## src/rtl/ip_stream_gen.sv

```systemverilog
// ip_stream_gen: sends a block of NUM_WORDS words, MSB word first, over a req/ack
// handshake. Each word goes out as {tag, word}. The tag is the word index, wrapping
// modulo 2^TAG_W, or a fixed tag that is latched at start. With AUTO_START set, INIT_BLOCK
// is sent once after every reset release.
//
// Ports
//   clk       in   single clock, rising edge
//   reset     in   synchronous, active-low
//   start     in   one-cycle request to send block_in; honoured only when idle
//   block_in  in   block to send, sampled on an accepted start
//   tag_mode  in   0 = rotating tag, 1 = fixed tag (tag_in); sampled on an accepted start
//   tag_in    in   fixed tag value; sampled on an accepted start
//   data_out  out  {tag, word}, registered; holds its value while idle
//   req       out  data_out valid, registered
//   ack       in   consumer ready; a transfer happens when req and ack are both high
//   busy      out  high while sending and during the done cycle
//   done      out  one-cycle pulse after the last word is transferred
module ip_stream_gen #(
  parameter int unsigned                   DATA_W     = 8,
  parameter int unsigned                   TAG_W      = 2,
  parameter int unsigned                   NUM_WORDS  = 16,
  parameter bit                            AUTO_START = 1'b1,
  parameter logic [NUM_WORDS*DATA_W-1:0]   INIT_BLOCK = 128'h089975E92555F334CE76E4F24D932AB3
) (
  input  logic                          clk,
  input  logic                          reset,
  input  logic                          start,
  input  logic [NUM_WORDS*DATA_W-1:0]   block_in,
  input  logic                          tag_mode,
  input  logic [TAG_W-1:0]              tag_in,
  output logic [TAG_W+DATA_W-1:0]       data_out,
  output logic                          req,
  input  logic                          ack,
  output logic                          busy,
  output logic                          done
);

  localparam int unsigned BLK_W = NUM_WORDS * DATA_W;
  localparam int unsigned IDX_W = $clog2(NUM_WORDS);
  localparam int unsigned OUT_W = TAG_W + DATA_W;

  localparam logic [IDX_W-1:0] LastIdx = IDX_W'(NUM_WORDS - 1);

  localparam logic [1:0] StIdle = 2'd0;
  localparam logic [1:0] StSend = 2'd1;
  localparam logic [1:0] StDone = 2'd2;

  logic [1:0]       state_q, state_d;
  logic [IDX_W-1:0] idx_q, idx_d;
  logic [BLK_W-1:0] block_q, block_d;
  logic             mode_q, mode_d;
  logic [TAG_W-1:0] tag_q, tag_d;
  logic [OUT_W-1:0] data_q, data_d;
  logic             req_q, req_d;
  logic             busy_q, busy_d;
  logic             done_q, done_d;
  // Armed during reset; fires the internal start on the first cycle out of reset.
  logic             auto_q, auto_d;

  // Word i of a block, counted from the most significant end.
  function automatic logic [DATA_W-1:0] word_at(input logic [BLK_W-1:0] blk,
                                                input logic [IDX_W-1:0] i);
    logic [BLK_W-1:0] shifted;
    shifted = blk >> (DATA_W * (NUM_WORDS - 1 - 32'(i)));
    return shifted[DATA_W-1:0];
  endfunction

  // Rotating tag is the low TAG_W bits of the index (zero-extended if TAG_W > IDX_W).
  function automatic logic [TAG_W-1:0] tag_for(input logic             mode,
                                               input logic [TAG_W-1:0] fixed_tag,
                                               input logic [IDX_W-1:0] i);
    logic [TAG_W-1:0] rot;
    rot = TAG_W'(i);
    return mode ? fixed_tag : rot;
  endfunction

  always_comb begin
    state_d = state_q;
    idx_d   = idx_q;
    block_d = block_q;
    mode_d  = mode_q;
    tag_d   = tag_q;
    data_d  = data_q;
    auto_d  = auto_q;

    case (state_q)
      StIdle: begin
        if (auto_q) begin
          auto_d  = 1'b0;
          block_d = INIT_BLOCK;
          mode_d  = 1'b0;
          idx_d   = '0;
          data_d  = {tag_for(1'b0, tag_q, '0), word_at(INIT_BLOCK, '0)};
          state_d = StSend;
        end else if (start) begin
          block_d = block_in;
          mode_d  = tag_mode;
          tag_d   = tag_in;
          idx_d   = '0;
          data_d  = {tag_for(tag_mode, tag_in, '0), word_at(block_in, '0)};
          state_d = StSend;
        end
      end
      StSend: begin
        // req is always high here, so ack alone marks a transfer.
        if (ack) begin
          if (idx_q == LastIdx) begin
            state_d = StDone;
          end else begin
            idx_d  = idx_q + 1'b1;
            data_d = {tag_for(mode_q, tag_q, idx_d), word_at(block_q, idx_d)};
          end
        end
      end
      StDone: begin
        state_d = StIdle;
      end
      default: begin
        state_d = StIdle;
      end
    endcase

    req_d  = (state_d == StSend);
    busy_d = (state_d != StIdle);
    done_d = (state_d == StDone);
  end

  always_ff @(posedge clk) begin
    if (!reset) begin
      state_q <= StIdle;
      idx_q   <= '0;
      block_q <= INIT_BLOCK;
      mode_q  <= 1'b0;
      tag_q   <= '0;
      data_q  <= '0;
      req_q   <= 1'b0;
      busy_q  <= 1'b0;
      done_q  <= 1'b0;
      auto_q  <= AUTO_START;
    end else begin
      state_q <= state_d;
      idx_q   <= idx_d;
      block_q <= block_d;
      mode_q  <= mode_d;
      tag_q   <= tag_d;
      data_q  <= data_d;
      req_q   <= req_d;
      busy_q  <= busy_d;
      done_q  <= done_d;
      auto_q  <= auto_d;
    end
  end

  assign data_out = data_q;
  assign req      = req_q;
  assign busy     = busy_q;
  assign done     = done_q;

endmodule

```

## config.mk

```make
export PLATFORM = sky130hd
export DESIGN_NAME = ip_stream_gen
export DESIGN_NICKNAME = d
export VERILOG_FILES = /design/src/rtl/ip_stream_gen.sv
export SDC_FILE = /design/constraint.sdc
export NUM_CORES = 1
export LEC_CHECK = 0
export CAP_MARGIN = 20
export CORE_ASPECT_RATIO = 0.5
export CORE_MARGIN = 4
export CORE_UTILIZATION = 39
export CTS_BUF_LIST = sky130_fd_sc_hd__clkbuf_8
export CTS_CLUSTER_SIZE = 40
export DETAILED_ROUTE_END_ITERATION = 10
export GPL_ROUTABILITY_DRIVEN = 0
export PLACE_DENSITY_LB_ADDON = 0.3
export SYNTH_ARGS = -nofsm -noshare
export SYNTH_HDL_FRONTEND = slang
export SYNTH_SLANG_ARGS = --single-unit
```

## constraint.sdc

```tcl
create_clock -name clk -period 4.4 [get_ports clk]
set_input_delay 0.66 -clock clk [delete_from_list [all_inputs] [get_ports clk]]
set_output_delay 0.66 -clock clk [all_outputs]
set_load 0.005 [all_outputs]
```

Word-level counts from Yosys, hierarchy flattened

Index checks and enable logic that the tools add are counted.

Add/sub/neg operators: 2
Equal/unequal tests: 7
Shift-type cells: 1
Multiplexer cells: 21
Bitwise gates (word level): 1
Reduce and logical (&&, ||, !) cells: 7

Operator list:

| operator            | count |
|---|---|
| $mux 128            | 2 |
| $shr 128x32->8      | 1 |
| $mux 10             | 4 |
| $pmux 10 s2         | 1 |
| $mux 4              | 4 |
| $mux 2              | 6 |
| $pmux 4 s2          | 1 |
| $reduce_bool 2->1   | 3 |
| $sub 4x4->5 const A | 1 |
| $add 4x1->4 const B | 1 |
| $eq 2x1->1 const B  | 2 |
| $eq 4x4->1 const B  | 1 |
| $ne 2x2->1 const B  | 2 |
| $pmux 2 s2          | 1 |
| $reduce_and 4->1    | 1 |
| $ne 3x3->1 const B  | 1 |
| $reduce_and 3->1    | 1 |
| $eq 2x2->1 const B  | 1 |
| $logic_not 2->1     | 1 |
| $mux 1              | 2 |
| $reduce_and 2->1    | 1 |
| $not 1->1           | 1 |

Register bits after elaboration: 151
Bits of input ports: 135
Output and inout port bits: 13

Longest topological paths before layout

Word-level depth: 6
Gate-level depth with buffers: 8
Depth with buffers taken out: 6

Least setup slack after synthesis

OpenSTA, ideal clock, no wires.

Path type: register to register
From: register idx_q[0]
To: register data_q[2] (netlist: data_out[2])
Library setup time: 0.120 ns
Arrival: 2.148 ns
Setup slack: 2.132 ns
Cell stages (with the launch flop): 9
Buffers on the path: 2
Clock period less this slack: 2.268 ns
Cells stage by stage: dfxtp_1 > ha_1 > buf_4 > xnor2_4 > buf_6 > mux4_2 > mux2i_1 > nor3_1 > a211o_1

Longest elaborated chain between the ends: 6
Elaborated cells between the ends (all ways): 9
Those cells by class: add/sub (2); eq/ne (2); shift (1); mux (3); reduce/logical (1)

RTL lines:

| what                   | line | RTL |
|---|---|---|
| start, declared        | 49   | `logic [IDX_W-1:0] idx_q, idx_d;` |
| start signal, assigned | 142  | `idx_q <= idx_d;` |
| $add 4x1->4            | 110  | `idx_d = idx_q + 1'b1;` |
| $sub 4x4->5            | 64   | `shifted = blk >> (DATA_W * (NUM_WORDS - 1 - 32'(i)));` |
| $shr 128x32->8         | 64   |  |
| $mux 10                | 107  | `if (idx_q == LastIdx) begin` |
| $mux 10                | 106  | `if (ack) begin` |
| $pmux 10 s2            | 86   | `case (state_q)` |
| end signal, assigned   | 146  | `data_q <= data_d;` |
| end, declared          | 53   | `logic [OUT_W-1:0] data_q, data_d;` |

Several ways; a longest one is shown, not always the timed one. The select of a mux whose other input is x is not followed.
A chain may end at the register's enable or synchronous reset.

Final worst setup path

From: register idx_q[1]
To: register data_q[1] (netlist: data_out[1])

Same word-level chain as after synthesis.

==> out/results.txt <==
period utilisation layout: 66.1%
Reg2Reg Setup Slack: 1.49 ns
HPWL Detailed: 12.7 mm
Post-CTS Resized: 0
main area contributors after synthesis: dfxtp_1 48%, mux4_2 8.9%, a22oi_1 7.6%
Total Wirelength: 18.5 mm
Power per Cell Area: 362 nW/µm²
adder-cell share of the synthesized area: 0.199%
setup violators final: 0
H-tree lvl count: 4
Worst-Margin Slew: 0.936 ns
Skew-Pair Late Insertion Delay: 0.44 ns
Fin. Hold Viols: 0
Synth top cells by count: 151 x dfxtp_1, 81 x nand2_1, 71 x o22ai_1
Slew Viols, Final: 0
CTS sink count: 151
drt pass-1 iters: 5
count leader, synth: dfxtp_1
syn_nets: 742
type of origin of the critical path: register
Layout fillers: 1392
Die W: 188 µm
DR iter-0 viols: 428
R2R depth: 6
Vias per Instance: 5.62
pin count of the biggest net entering global routing: 103
Max-slew headroom: 37.6%
Hold Path Sink: data_out[2]
DIE AREA: 18400 µm²
register area share after synthesis: 48.0%
Max-Cap Viols: 0
compound-gate portion of the synthesized area: 18.7%
CP required: 4.73 ns
post-route setup slack: 1.49 ns
Arrival @ worst endpoint: 3.24 ns
synth unique cells: 40
Yosys top cell by area: dfxtp_1
CTS tree: done
clk buf depth: 2
layout cells sized above 1: 10.2%
Root Buffer: clkbuf_8
vias in the first global route: 5146
IO Port Bufs: 147
Post-synth EDFFs: 0
yosys warns: 0
number of placed I/O pins: 148
Residual DRC: 0
CTS Buf Count: 17
worst min path class: register to register
RSZ-0062 raised after global routing: false
Core Area: 15600 µm²
Post-Synth Simple-Gate Area: 14.6%
worst vdd ir: 0.000176 V
GRT overflow: 0
Initial Util: 40.3%
skew final: 0.0103 ns
Critical Path End Type: register
ANT cells: 0
Post-Synth XOR/XNOR Area: 1.01%
Setup WS pre-CTS: 1.50 ns
fin nets: 860
Sum Neg Setup Slack: 0 ns
worst r2r src: idx_q[1]
Cells after Synth: 606
WL/cell: 19.7 µm
Tmin final: 2.91 ns
area grow syn2layout: 31.0%
all-layer global routing usage: 19.4%
WS Path Type: register to register
worst r2r dst: data_out[1]
Synth Register Bits: 151
Avg Inst Size Synth: 10.4 µm²
LEAKAGE: 2.81 nW
clk slew on worst S/H paths: 0.09 ns
Yosys top cell area share: 48.0%
ys async rst share: 0%
final instance area: 8250 µm²
Placed Area: 7850 µm²
DR vias: 5286
fmax: 344 MHz
WHS: 0.471 ns
post-synthesis mux area share: 13.6%
Worst Hold Path Cells: 1
HP Start: data_out[2]
row cnt: 32
post-route ant nets: 0
main combinational cell family by area after synthesis: compound AO/OA/AOI/OAI gates
Tot Pwr: 2.99 mW
Max FO, Critical Path: 19
outcome: complete, no violations
Post CTS Setup Buffer Count: 0
antenna violations before repair: 0
die extent in y: 97.9 µm
top_reg_cell synth: dfxtp_1
first-pass GRT wire length: 28.3 mm
hold_buf cts: 0
Netlist Area Pre-Place: 6300 µm²
[where the power goes]
part	switching, mW	internal (mW)
Clock	0.545	0.541
Sequential	0.0305	1.42
Combinational	0.213	0.238
Total	0.789	2.20
[registers in the layout (all words and copies together) (netlist names)]
signal,flops
block_q,128
data_out,10
idx_q,4
state_q,2
tag_q,2
auto_q,1
busy,1
done,1
mode_q,1
req,1
[stage by stage]
| stage | util [%] | std cells |
|---|---|---|
| after floorplan | - | 606 |
| after global placement | 50.2 | 909 |
| after detailed placement | 50.2 | 909 |
| after CTS | 52.9 | 941 |
| after global routing | 52.9 | 941 |
| final | 52.9 | 941 |
[metal layers]
layer | vias up | global-route usage [%] | share of wire (%) | wire length (µm)
met4 | 0 | 6.09 | 1.3 | 235
met3 | 21 | 3.75 | 5.8 | 1080
met2 | 166 | 30.0 | 45 | 8410
met5 | - | 0 | 0 | 0
met1 | 2597 | 27.6 | 47 | 8790
li1 | 2502 | - | - | -
[cell usage in the layout (no fill, tap or decap), types with 2 or more instances in the layout]
cell type and count:
clkinv_4 2, o22ai_1 71, mux4_1 8, inv_6 4
mux2i_1 5, a21oi_1 9, clkinvlp_4 4, nor3_1 11
nand2_1 80, clkbuf_8 19, and2_1 2, nand2b_1 4
nor2b_1 67, o21ai_0 7, a211o_1 4, nor3b_1 2
a22oi_1 64, nor2_1 5, a21boi_0 6, a221o_1 3
nand3_1 4, clkdlybuf4s50_1 146, buf_4 9, mux2_2 3
or2_2 2, dfxtp_1 151, mux4_2 25, o211a_1 2
bufinv_16 2
[worst max-delay path: stages (launching register included)]
cell     delay [ns]
dfxtp_1        0.35
ha_1           0.35
xnor2_4        0.78
mux4_1         0.65
o22ai_1        0.30
nor3_1         0.09
a211o_1        0.28
[area by class of cell]
class | instances | area, µm² | share of cell area (%)
sequential | 151 | 3020 | 36.6
clock inverter | 13 | 146 | 1.77
multi-input combinational | 399 | 3040 | 36.8
timing repair buffer | 155 | 1530 | 18.5
clock buffer | 19 | 262 | 3.17
tap | 204 | 255 | 3.09
[how the worst max path moves through the flow]
| stage | start | end | slack [ns] |
|---|---|---|---|
| 2_1_floorplan | idx_q[0] | data_out[2] | 2.13 |
| 3_3_place_gp | idx_q[1] | data_out[1] | 1.53 |
| 3_5_place_dp | idx_q[1] | data_out[1] | 1.50 |
| 4_1_cts | idx_q[1] | data_out[1] | 1.49 |
| 5_1_grt | idx_q[1] | data_out[1] | 1.35 |
| 6_report | idx_q[1] | data_out[1] | 1.49 |
[logic make-up (layout without fill, tap and decap cells)]
| logic type | Yosys count | in the layout |
|---|---|---|
| xor gates and xnor gates | 3 | 3 |
| DFF | 151 | 151 |
| muxes | 41 | 41 |
| and+or+nand+nor | 183 | 183 |
| AOI/OAI and AO/OA | 171 | 171 |
| adders and majority gates | 1 | 1 |
| buffers and inverters | 56 | 187 |
(Power assumes the default switching activity.)
